File: src/rtl/axis_daq_pkg.sv
// ---------------------------------------------------------------------------
// axis_daq_pkg
// Shared definitions for the DAQ capture/readout blocks:
//   - DAQ_DELIMITER     : end-of-sequence word written by the capture path
//   - rd_state_e        : readout FSM encoding (also the debug view of state)
//   - CTRL_* / STAT_*   : bit positions inside rd_control / rd_status
//   - sat_inc16()       : saturating 16-bit increment used by word counters
// ---------------------------------------------------------------------------
package axis_daq_pkg;

  localparam logic [15:0] DAQ_DELIMITER = 16'h7FFF;

  typedef enum logic [1:0] {
    ST_IDLE  = 2'd0,
    ST_READ  = 2'd1,
    ST_DRAIN = 2'd2,
    ST_DONE  = 2'd3
  } rd_state_e;

  // rd_control fields
  localparam int CTRL_ENABLE_BIT     = 0;
  localparam int CTRL_STOP_DELIM_BIT = 1;
  localparam int CTRL_LEN_LSB        = 16;
  localparam int CTRL_LEN_WIDTH      = 16;

  // rd_status fields
  localparam int STAT_DONE_BIT   = 0;
  localparam int STAT_BUSY_BIT   = 1;
  localparam int STAT_WORDS_LSB  = 16;
  localparam int STAT_WORDS_WIDTH = 16;

  function automatic logic [15:0] sat_inc16(input logic [15:0] v);
    return (v == 16'hFFFF) ? v : v + 16'd1;
  endfunction

endpackage

File: src/rtl/axis_skid_fifo2.sv
// ---------------------------------------------------------------------------
// axis_skid_fifo2
// Two-entry AXI-Stream output buffer carrying tdata + tlast.
//
// Ports:
//   aclk, areset        clock, asynchronous active-high reset (empties buffer)
//   flush               synchronous empty request
//   push, push_data,
//   push_last           write side; caller guarantees push never arrives
//                       while the buffer is full and not popping
//   m_tdata, m_tvalid,
//   m_tready, m_tlast   AXI-Stream master side
//   occupancy           number of stored entries (0..2)
//
// Handshake: a beat transfers on a rising edge where m_tvalid & m_tready are
// both 1. While m_tvalid=1 and m_tready=0 the head entry (tdata/tlast) is
// held unchanged and m_tvalid is never withdrawn.
// ---------------------------------------------------------------------------
module axis_skid_fifo2 #(
  parameter int DATA_WIDTH = 32
) (
  input  logic                  aclk,
  input  logic                  areset,
  input  logic                  flush,
  input  logic                  push,
  input  logic [DATA_WIDTH-1:0] push_data,
  input  logic                  push_last,
  output logic [DATA_WIDTH-1:0] m_tdata,
  output logic                  m_tvalid,
  input  logic                  m_tready,
  output logic                  m_tlast,
  output logic [1:0]            occupancy
);

  logic [DATA_WIDTH-1:0] head_data;
  logic                  head_last;
  logic [DATA_WIDTH-1:0] tail_data;
  logic                  tail_last;
  logic [1:0]            occ;
  logic                  pop;

  assign pop = (occ != 2'd0) && m_tready;

  always_ff @(posedge aclk or posedge areset) begin
    if (areset) begin
      occ       <= 2'd0;
      head_data <= '0;
      head_last <= 1'b0;
      tail_data <= '0;
      tail_last <= 1'b0;
    end else if (flush) begin
      occ <= 2'd0;
    end else begin
      occ <= occ + {1'b0, push} - {1'b0, pop};
      if (pop) begin
        if (occ == 2'd2) begin
          // Tail slides forward; a simultaneous push refills the tail.
          head_data <= tail_data;
          head_last <= tail_last;
          if (push) begin
            tail_data <= push_data;
            tail_last <= push_last;
          end
        end else if (push) begin
          // Single entry leaving while a new one arrives: pass straight to head.
          head_data <= push_data;
          head_last <= push_last;
        end
      end else if (push) begin
        if (occ == 2'd0) begin
          head_data <= push_data;
          head_last <= push_last;
        end else begin
          tail_data <= push_data;
          tail_last <= push_last;
        end
      end
    end
  end

  assign m_tdata   = head_data;
  assign m_tlast   = head_last;
  assign m_tvalid  = (occ != 2'd0);
  assign occupancy = occ;

endmodule

File: src/rtl/axis_bram_reader.sv
// ---------------------------------------------------------------------------
// axis_bram_reader
// Streams captured samples from BRAM port B out as an AXI-Stream master.
// A rising software enable starts a readout of `length` words (0 = whole
// address space); with stop_on_delim set, the readout also ends on the first
// DELIMITER word, which is sent as the final (tlast) beat.
//
// Ports:
//   aclk, areset        clock, asynchronous active-high reset
//   rd_control          [31:16] length, [1] stop_on_delim, [0] enable
//   rd_status           [31:16] words_sent, [1] busy, [0] done
//   bram_portb_*        BRAM read port (1-cycle read latency)
//   m_axis_*            AXI-Stream master (sign-extended samples)
//
// Handshake: a beat transfers on a rising edge where tvalid & tready are 1;
// tdata/tlast/tvalid hold while tvalid=1 and tready=0.
//
// Samples are buffered in a 2-entry skid FIFO. A read is issued only when
// the words already committed (data returning this cycle + FIFO entries,
// less the beat leaving this cycle) leave room, so the FIFO never overflows
// yet sustains one beat per cycle under continuous tready.
// AXIS_TDATA_WIDTH must exceed BRAM_DATA_WIDTH.
// ---------------------------------------------------------------------------
module axis_bram_reader
  import axis_daq_pkg::*;
#(
  parameter int AXIS_TDATA_WIDTH = 32,
  parameter int BRAM_DATA_WIDTH  = 16,
  parameter int BRAM_ADDR_WIDTH  = 16,
  parameter logic [BRAM_DATA_WIDTH-1:0] DELIMITER = BRAM_DATA_WIDTH'(DAQ_DELIMITER)
) (
  input  logic                        aclk,
  input  logic                        areset,
  input  logic [31:0]                 rd_control,
  output logic [31:0]                 rd_status,
  output logic                        bram_portb_clk,
  output logic [BRAM_ADDR_WIDTH-1:0]  bram_portb_addr,
  input  logic [BRAM_DATA_WIDTH-1:0]  bram_portb_rddata,
  output logic                        bram_portb_en,
  output logic [AXIS_TDATA_WIDTH-1:0] m_axis_tdata,
  output logic                        m_axis_tvalid,
  input  logic                        m_axis_tready,
  output logic                        m_axis_tlast
);

  localparam int AW = BRAM_ADDR_WIDTH;
  // Only the length bits that fit the address space are meaningful.
  localparam int LW = (AW < CTRL_LEN_WIDTH) ? AW : CTRL_LEN_WIDTH;
  localparam logic [AW:0] FULL_LEN = {1'b1, {AW{1'b0}}};

  rd_state_e        state;
  logic [AW:0]      len_q;
  logic [AW:0]      issued_q;
  logic [AW-1:0]    addr_q;
  logic             stop_q;
  logic             busy_q;
  logic             done_q;
  logic [15:0]      words_sent_q;
  logic             pend_q;       // a read was issued last cycle; data is on rddata now
  logic             pend_last_q;  // ...and it was the final read of the readout

  logic             enable;
  logic             stop_req;
  logic [LW-1:0]    len_field;
  logic [AW:0]      len_req;
  logic             ctrl_unused;

  logic             beat_fire;
  logic             delim_hit;
  logic             rd_issue;
  logic             last_issue;
  logic [2:0]       slots_used;
  logic [2:0]       slots_limit;
  logic [1:0]       fifo_occ;
  logic             fifo_flush;
  logic [AXIS_TDATA_WIDTH-1:0] push_data;
  logic             push_last;

  // ---------------------------------------------------------------------
  // Control decode
  // ---------------------------------------------------------------------
  assign enable    = rd_control[CTRL_ENABLE_BIT];
  assign stop_req  = rd_control[CTRL_STOP_DELIM_BIT];
  assign len_field = rd_control[CTRL_LEN_LSB +: LW];
  assign len_req   = (len_field == '0) ? FULL_LEN
                                       : {{(AW + 1 - LW){1'b0}}, len_field};
  assign ctrl_unused = ^rd_control;

  // ---------------------------------------------------------------------
  // Read issue
  // ---------------------------------------------------------------------
  assign beat_fire   = m_axis_tvalid && m_axis_tready;
  assign delim_hit   = pend_q && stop_q && (bram_portb_rddata == DELIMITER);
  assign slots_used  = {2'b00, pend_q} + {1'b0, fifo_occ};
  assign slots_limit = 3'd2 + {2'b00, beat_fire};
  assign last_issue  = ((issued_q + (AW + 1)'(1)) == len_q);

  // Holding off the read in the delimiter cycle means nothing is ever
  // fetched behind the delimiter, so no buffered words need discarding.
  assign rd_issue = (state == ST_READ) && !delim_hit && (slots_used < slots_limit);

  // ---------------------------------------------------------------------
  // Readout FSM
  // ---------------------------------------------------------------------
  always_ff @(posedge aclk or posedge areset) begin
    if (areset) begin
      state        <= ST_IDLE;
      len_q        <= '0;
      issued_q     <= '0;
      addr_q       <= '0;
      stop_q       <= 1'b0;
      busy_q       <= 1'b0;
      done_q       <= 1'b0;
      words_sent_q <= '0;
      pend_q       <= 1'b0;
      pend_last_q  <= 1'b0;
    end else begin
      pend_q      <= rd_issue;
      pend_last_q <= rd_issue && last_issue;

      if (beat_fire) begin
        words_sent_q <= sat_inc16(words_sent_q);
      end

      if (rd_issue) begin
        // In the full-space case the address wraps to 0 on the final issue.
        addr_q   <= addr_q + AW'(1);
        issued_q <= issued_q + (AW + 1)'(1);
      end

      case (state)
        ST_IDLE: begin
          addr_q <= '0;
          busy_q <= 1'b0;
          done_q <= 1'b0;
          if (enable) begin
            len_q        <= len_req;
            stop_q       <= stop_req;
            words_sent_q <= '0;
            issued_q     <= '0;
            busy_q       <= 1'b1;
            state        <= ST_READ;
          end
        end

        // enable is deliberately ignored until the readout finishes.
        ST_READ: begin
          if (delim_hit || (rd_issue && last_issue)) begin
            state <= ST_DRAIN;
          end
        end

        // The tlast beat is the last word in the pipeline by construction.
        ST_DRAIN: begin
          if (beat_fire && m_axis_tlast) begin
            busy_q <= 1'b0;
            done_q <= 1'b1;
            state  <= ST_DONE;
          end
        end

        // Re-arming requires enable to fall first.
        ST_DONE: begin
          if (!enable) begin
            done_q <= 1'b0;
            state  <= ST_IDLE;
          end
        end

        default: state <= ST_IDLE;
      endcase
    end
  end

  // ---------------------------------------------------------------------
  // Data path
  // ---------------------------------------------------------------------
  assign push_data  = {{(AXIS_TDATA_WIDTH - BRAM_DATA_WIDTH){bram_portb_rddata[BRAM_DATA_WIDTH-1]}},
                       bram_portb_rddata};
  // A delimiter landing on the final word still yields one tlast beat.
  assign push_last  = pend_last_q || delim_hit;
  assign fifo_flush = (state == ST_IDLE);

  axis_skid_fifo2 #(
    .DATA_WIDTH (AXIS_TDATA_WIDTH)
  ) u_skid (
    .aclk      (aclk),
    .areset    (areset),
    .flush     (fifo_flush),
    .push      (pend_q),
    .push_data (push_data),
    .push_last (push_last),
    .m_tdata   (m_axis_tdata),
    .m_tvalid  (m_axis_tvalid),
    .m_tready  (m_axis_tready),
    .m_tlast   (m_axis_tlast),
    .occupancy (fifo_occ)
  );

  // ---------------------------------------------------------------------
  // Outputs
  // ---------------------------------------------------------------------
  assign bram_portb_clk  = aclk;
  assign bram_portb_addr = addr_q;
  assign bram_portb_en   = rd_issue;

  always_comb begin
    rd_status = '0;
    rd_status[STAT_WORDS_LSB +: STAT_WORDS_WIDTH] = words_sent_q;
    rd_status[STAT_BUSY_BIT] = busy_q;
    rd_status[STAT_DONE_BIT] = done_q;
  end

endmodule

File: config.mk
export PLATFORM = sky130hd
export DESIGN_NAME = axis_bram_reader
export DESIGN_NICKNAME = d
export VERILOG_FILES = /design/src/rtl/axis_daq_pkg.sv /design/src/rtl/axis_skid_fifo2.sv /design/src/rtl/axis_bram_reader.sv
export SDC_FILE = /design/constraint.sdc
export NUM_CORES = 1
export LEC_CHECK = 0
export ABC_CLOCK_PERIOD_IN_PS = 4400
export CELL_PAD_IN_SITES_DETAIL_PLACEMENT = 1
export CELL_PAD_IN_SITES_GLOBAL_PLACEMENT = 1
export CORE_UTILIZATION = 30
export CTS_CLUSTER_DIAMETER = 100
export DETAILED_ROUTE_END_ITERATION = 16
export PLACE_DENSITY = 0.68
export SETUP_SLACK_MARGIN = 0.05
export SLEW_MARGIN = 5
export SYNTH_ARGS = -nofsm -noshare
export SYNTH_HDL_FRONTEND = slang
export SYNTH_SLANG_ARGS = --single-unit
File: constraint.sdc
create_clock -name aclk -period 4.4 [get_ports aclk]
set_input_delay 0.88 -clock aclk [delete_from_list [all_inputs] [get_ports aclk]]
set_output_delay 0.88 -clock aclk [all_outputs]
set_load 0.005 [all_outputs]
==> impl_metrics.ini <==
[status]
outcome = finished, final reports clean

[sta]
period_share_pct = 86.8
finClkSkew_ns = 0.00962
fmax_mhz = 262
max_slew_margin_pct = 32.0
hold_viol_final = 0
period_needed_ns = 3.82
setup-violations-final = 0
rsz0062_at_grt = false
worst_pin_slew_ns = 1.02
fin_ws_ns = 0.582
drv_slew = 0
fin_tns_setup_ns = 0

[power]
power.density_nw_per_um2 = 561
leakage_nw = 3.19
irDropWorstVdd_mv = 0.218
power_mw = 4.15

[cells_and_area]
fin_cells = 950
diodes = 0
syn2layout_area_growth_pct = 26.5
utilization_pct = 39.2
nNetsFinal = 747
drive_gt1_share_pct = 8.84

[synth]
synthMostInstantiatedCell = dfrtp_1
ys_ff_latch = 109
synth_common_cells = 109 x dfrtp_1, 73 x nor2_1, 48 x nand2_1, 36 x buf_4, 35 x a21oi_1
syn_area_per_cell_um2 = 9.80
synth_area_um2 = 5850
synth_edf_count = 0
ys.flop_type = dfrtp_1
ys_types = 55
postSynthCellCount = 597
ys_seq_area_share_pct = 46.6
async_flop_share_pct = 100
ys_warn_count = 0
synth_area_leader_cell = dfrtp_1
synth_top_area_share_pct = 46.6
synth.area.top_cells = dfrtp_1 47%, xnor2_1 4.8%, nor2_1 4.7%

[clocking]
cts_setup_buffers = 0
cts_resized = 0
clk_pin_slew_ns = 0.07
insertion_delay_ns = 0.48
post_cts_hold_buffer_count = 0
cts_tree = done

[grt]
grt_pass1_vias = 4823
grt_pass1_wl_mm = 24.2
grt_antenna_before_repair = 0
grt_overflow = 0
track_usage_pct = 15.4
grt_max_degree = 80

[place]
place_congestion = 0.779
dp_hpwl_mm = 10.8
dp_cells = 931
pre_cts_slack_ns = 0.579
io_buffers = 106

[min_path]
hp-class = reg2reg
holdCritStartpoint = stop_q

[job]
cap_violations = 0

[detailed_routing]
drt_iter0_markers = 224
wl_per_cell_um = 15.4
routed_wirelength_mm = 14.6
vias_per_cell = 4.86
post-route-drc-count = 0
vias = 4621
ant_nets = 0
drtPass1Iterations = 5

[critical_path]
max_stage_delay_ns = 0.55
critPathMaxFanout = 11
slowest_stage = clkdlybuf4s50_1
worst-path-buf-inv = 3
path_cells = clkdlybuf4s50_1 -> o21ai_0 -> o21a_1 -> nor2_1 -> nand2_1 -> inv_2 -> clkdlybuf4s50_1
cp-end-kind = output port
critPathRequiredTime_ns = 3.52
path_class = in2out
worst_ep_arrival_time_ns = 2.94
r2r-start = state[0]
rrSetupSlack_ns = 1.57
crit_path_start = m_axis_tready
crit_path_frequent_cell = clkdlybuf4s50_1
cp-start-kind = input pin
crit_family = buffers and inverters

[floorplan]
core_area_um2 = 18900
fp.dieH_um = 142
io_pins = 135
num_rows = 50
fp.dieW_um = 142
initial_core_util_pct = 31.0
die_area_um2 = 20100
## worst reg2reg max path, stage by stage, from the launching register on
cell	delay, ns
dfrtp_1	0.44
inv_1	0.10
ha_1	0.76
inv_1	0.21
nand4_1	0.78
mux2_2	0.43
## per-layer routing
layer,share of wire (%),routed length (um),global-route usage [%]
met4,1.6,240,5.83
met3,3.5,511,2.60
met1,46,6690,19.2
met5,0,0,0
met2,49,7180,26.5
## cells in the final DEF, fill, tap and decap left out, types with 2 or more instances in the layout
| master | n |
|---|---|
| or3_1 | 12 |
| nand4_2 | 3 |
| buf_4 | 10 |
| a21oi_1 | 34 |
| mux2i_1 | 19 |
| clkdlybuf4s50_1 | 106 |
| o21a_1 | 2 |
| conb_1 | 14 |
| o31ai_1 | 2 |
| nor2b_1 | 3 |
| clkbuf_16 | 12 |
| ha_1 | 11 |
| and4b_1 | 2 |
| and3_1 | 3 |
| a22o_1 | 14 |
| clkinvlp_4 | 2 |
| o21ai_0 | 15 |
| xor2_1 | 26 |
| a31oi_1 | 3 |
| a211o_1 | 2 |
| mux2_2 | 17 |
| inv_1 | 17 |
| nor2_1 | 73 |
| nor3b_1 | 2 |
| nor4_1 | 13 |
| nand2_1 | 48 |
| nor3_1 | 20 |
| nand4_1 | 16 |
| dfrtp_1 | 109 |
| inv_6 | 3 |
| nand3_1 | 17 |
| xnor2_1 | 32 |
## cell families (layout without fill, tap and decap cells)
logic type               Yosys count  in the layout  synth area share (%)
XOR/XNOR                          58             58                  8.68
AND/OR/NAND/NOR                  225            225                  19.2
flip-flops                       109            109                  46.6
AO/OA/AOI/OAI                     83             83                  9.41
multiplexers                      36             36                  6.52
other                              1             14                0.0641
adder cells (fa/ha/maj)           11             11                  2.35
buffers and inverters             74            154                  7.12
## per-stage QoR
step | hold WS (ns) | area, um2
2_1_floorplan | 0.446 | 5900
3_3_place_gp | 0.465 | 7020
3_5_place_dp | 0.480 | 7020
4_1_cts | 0.496 | 7400
5_1_grt | 0.530 | 7400
6_report | 0.494 | 7400
## path summary, 6_finish.rpt
path                                       end  depth (start not counted)
max                              bram_portb_en                          7
min                                     stop_q                          2
max reg2reg                u_skid.tail_data[2]                          5
min reg2reg                             stop_q                          2
max in group asynchronous  u_skid.tail_data[0]                          3
min in group asynchronous   u_skid.m_tdata[13]                          2
## cell type report
| type | count | area [um2] |
|---|---|---|
| Multi-Input combinational cell | 427 | 2760 |
| Timing Repair Buffer | 115 | 1130 |
| Sequential cell | 109 | 2730 |
| Clock buffer | 13 | 310 |
| Tap cell | 260 | 325 |
| Clock inverter | 7 | 80.1 |
| Inverter | 19 | 73.8 |
| Fill cell | 2152 | 11500 |
## flip-flops by register name, summed over array words and instances, names as in the netlist, 2 cells and up
name	flops
bram_portb_addr	16
issued_q	17
len_q	17
state	2
u_skid.m_tdata	16
u_skid.occupancy	2
u_skid.tail_data	16
words_sent_q	16
## where the power goes
part           internal (mW)  leakage (nW)  total, mW  switching [mW]
Sequential              1.29          1.40       1.54           0.249
Clock                  0.580         0.184       1.01           0.430
Combinational          0.819          1.60       1.60           0.782
Total                   2.69          3.19       4.15            1.46
(Power assumes the default switching activity.)
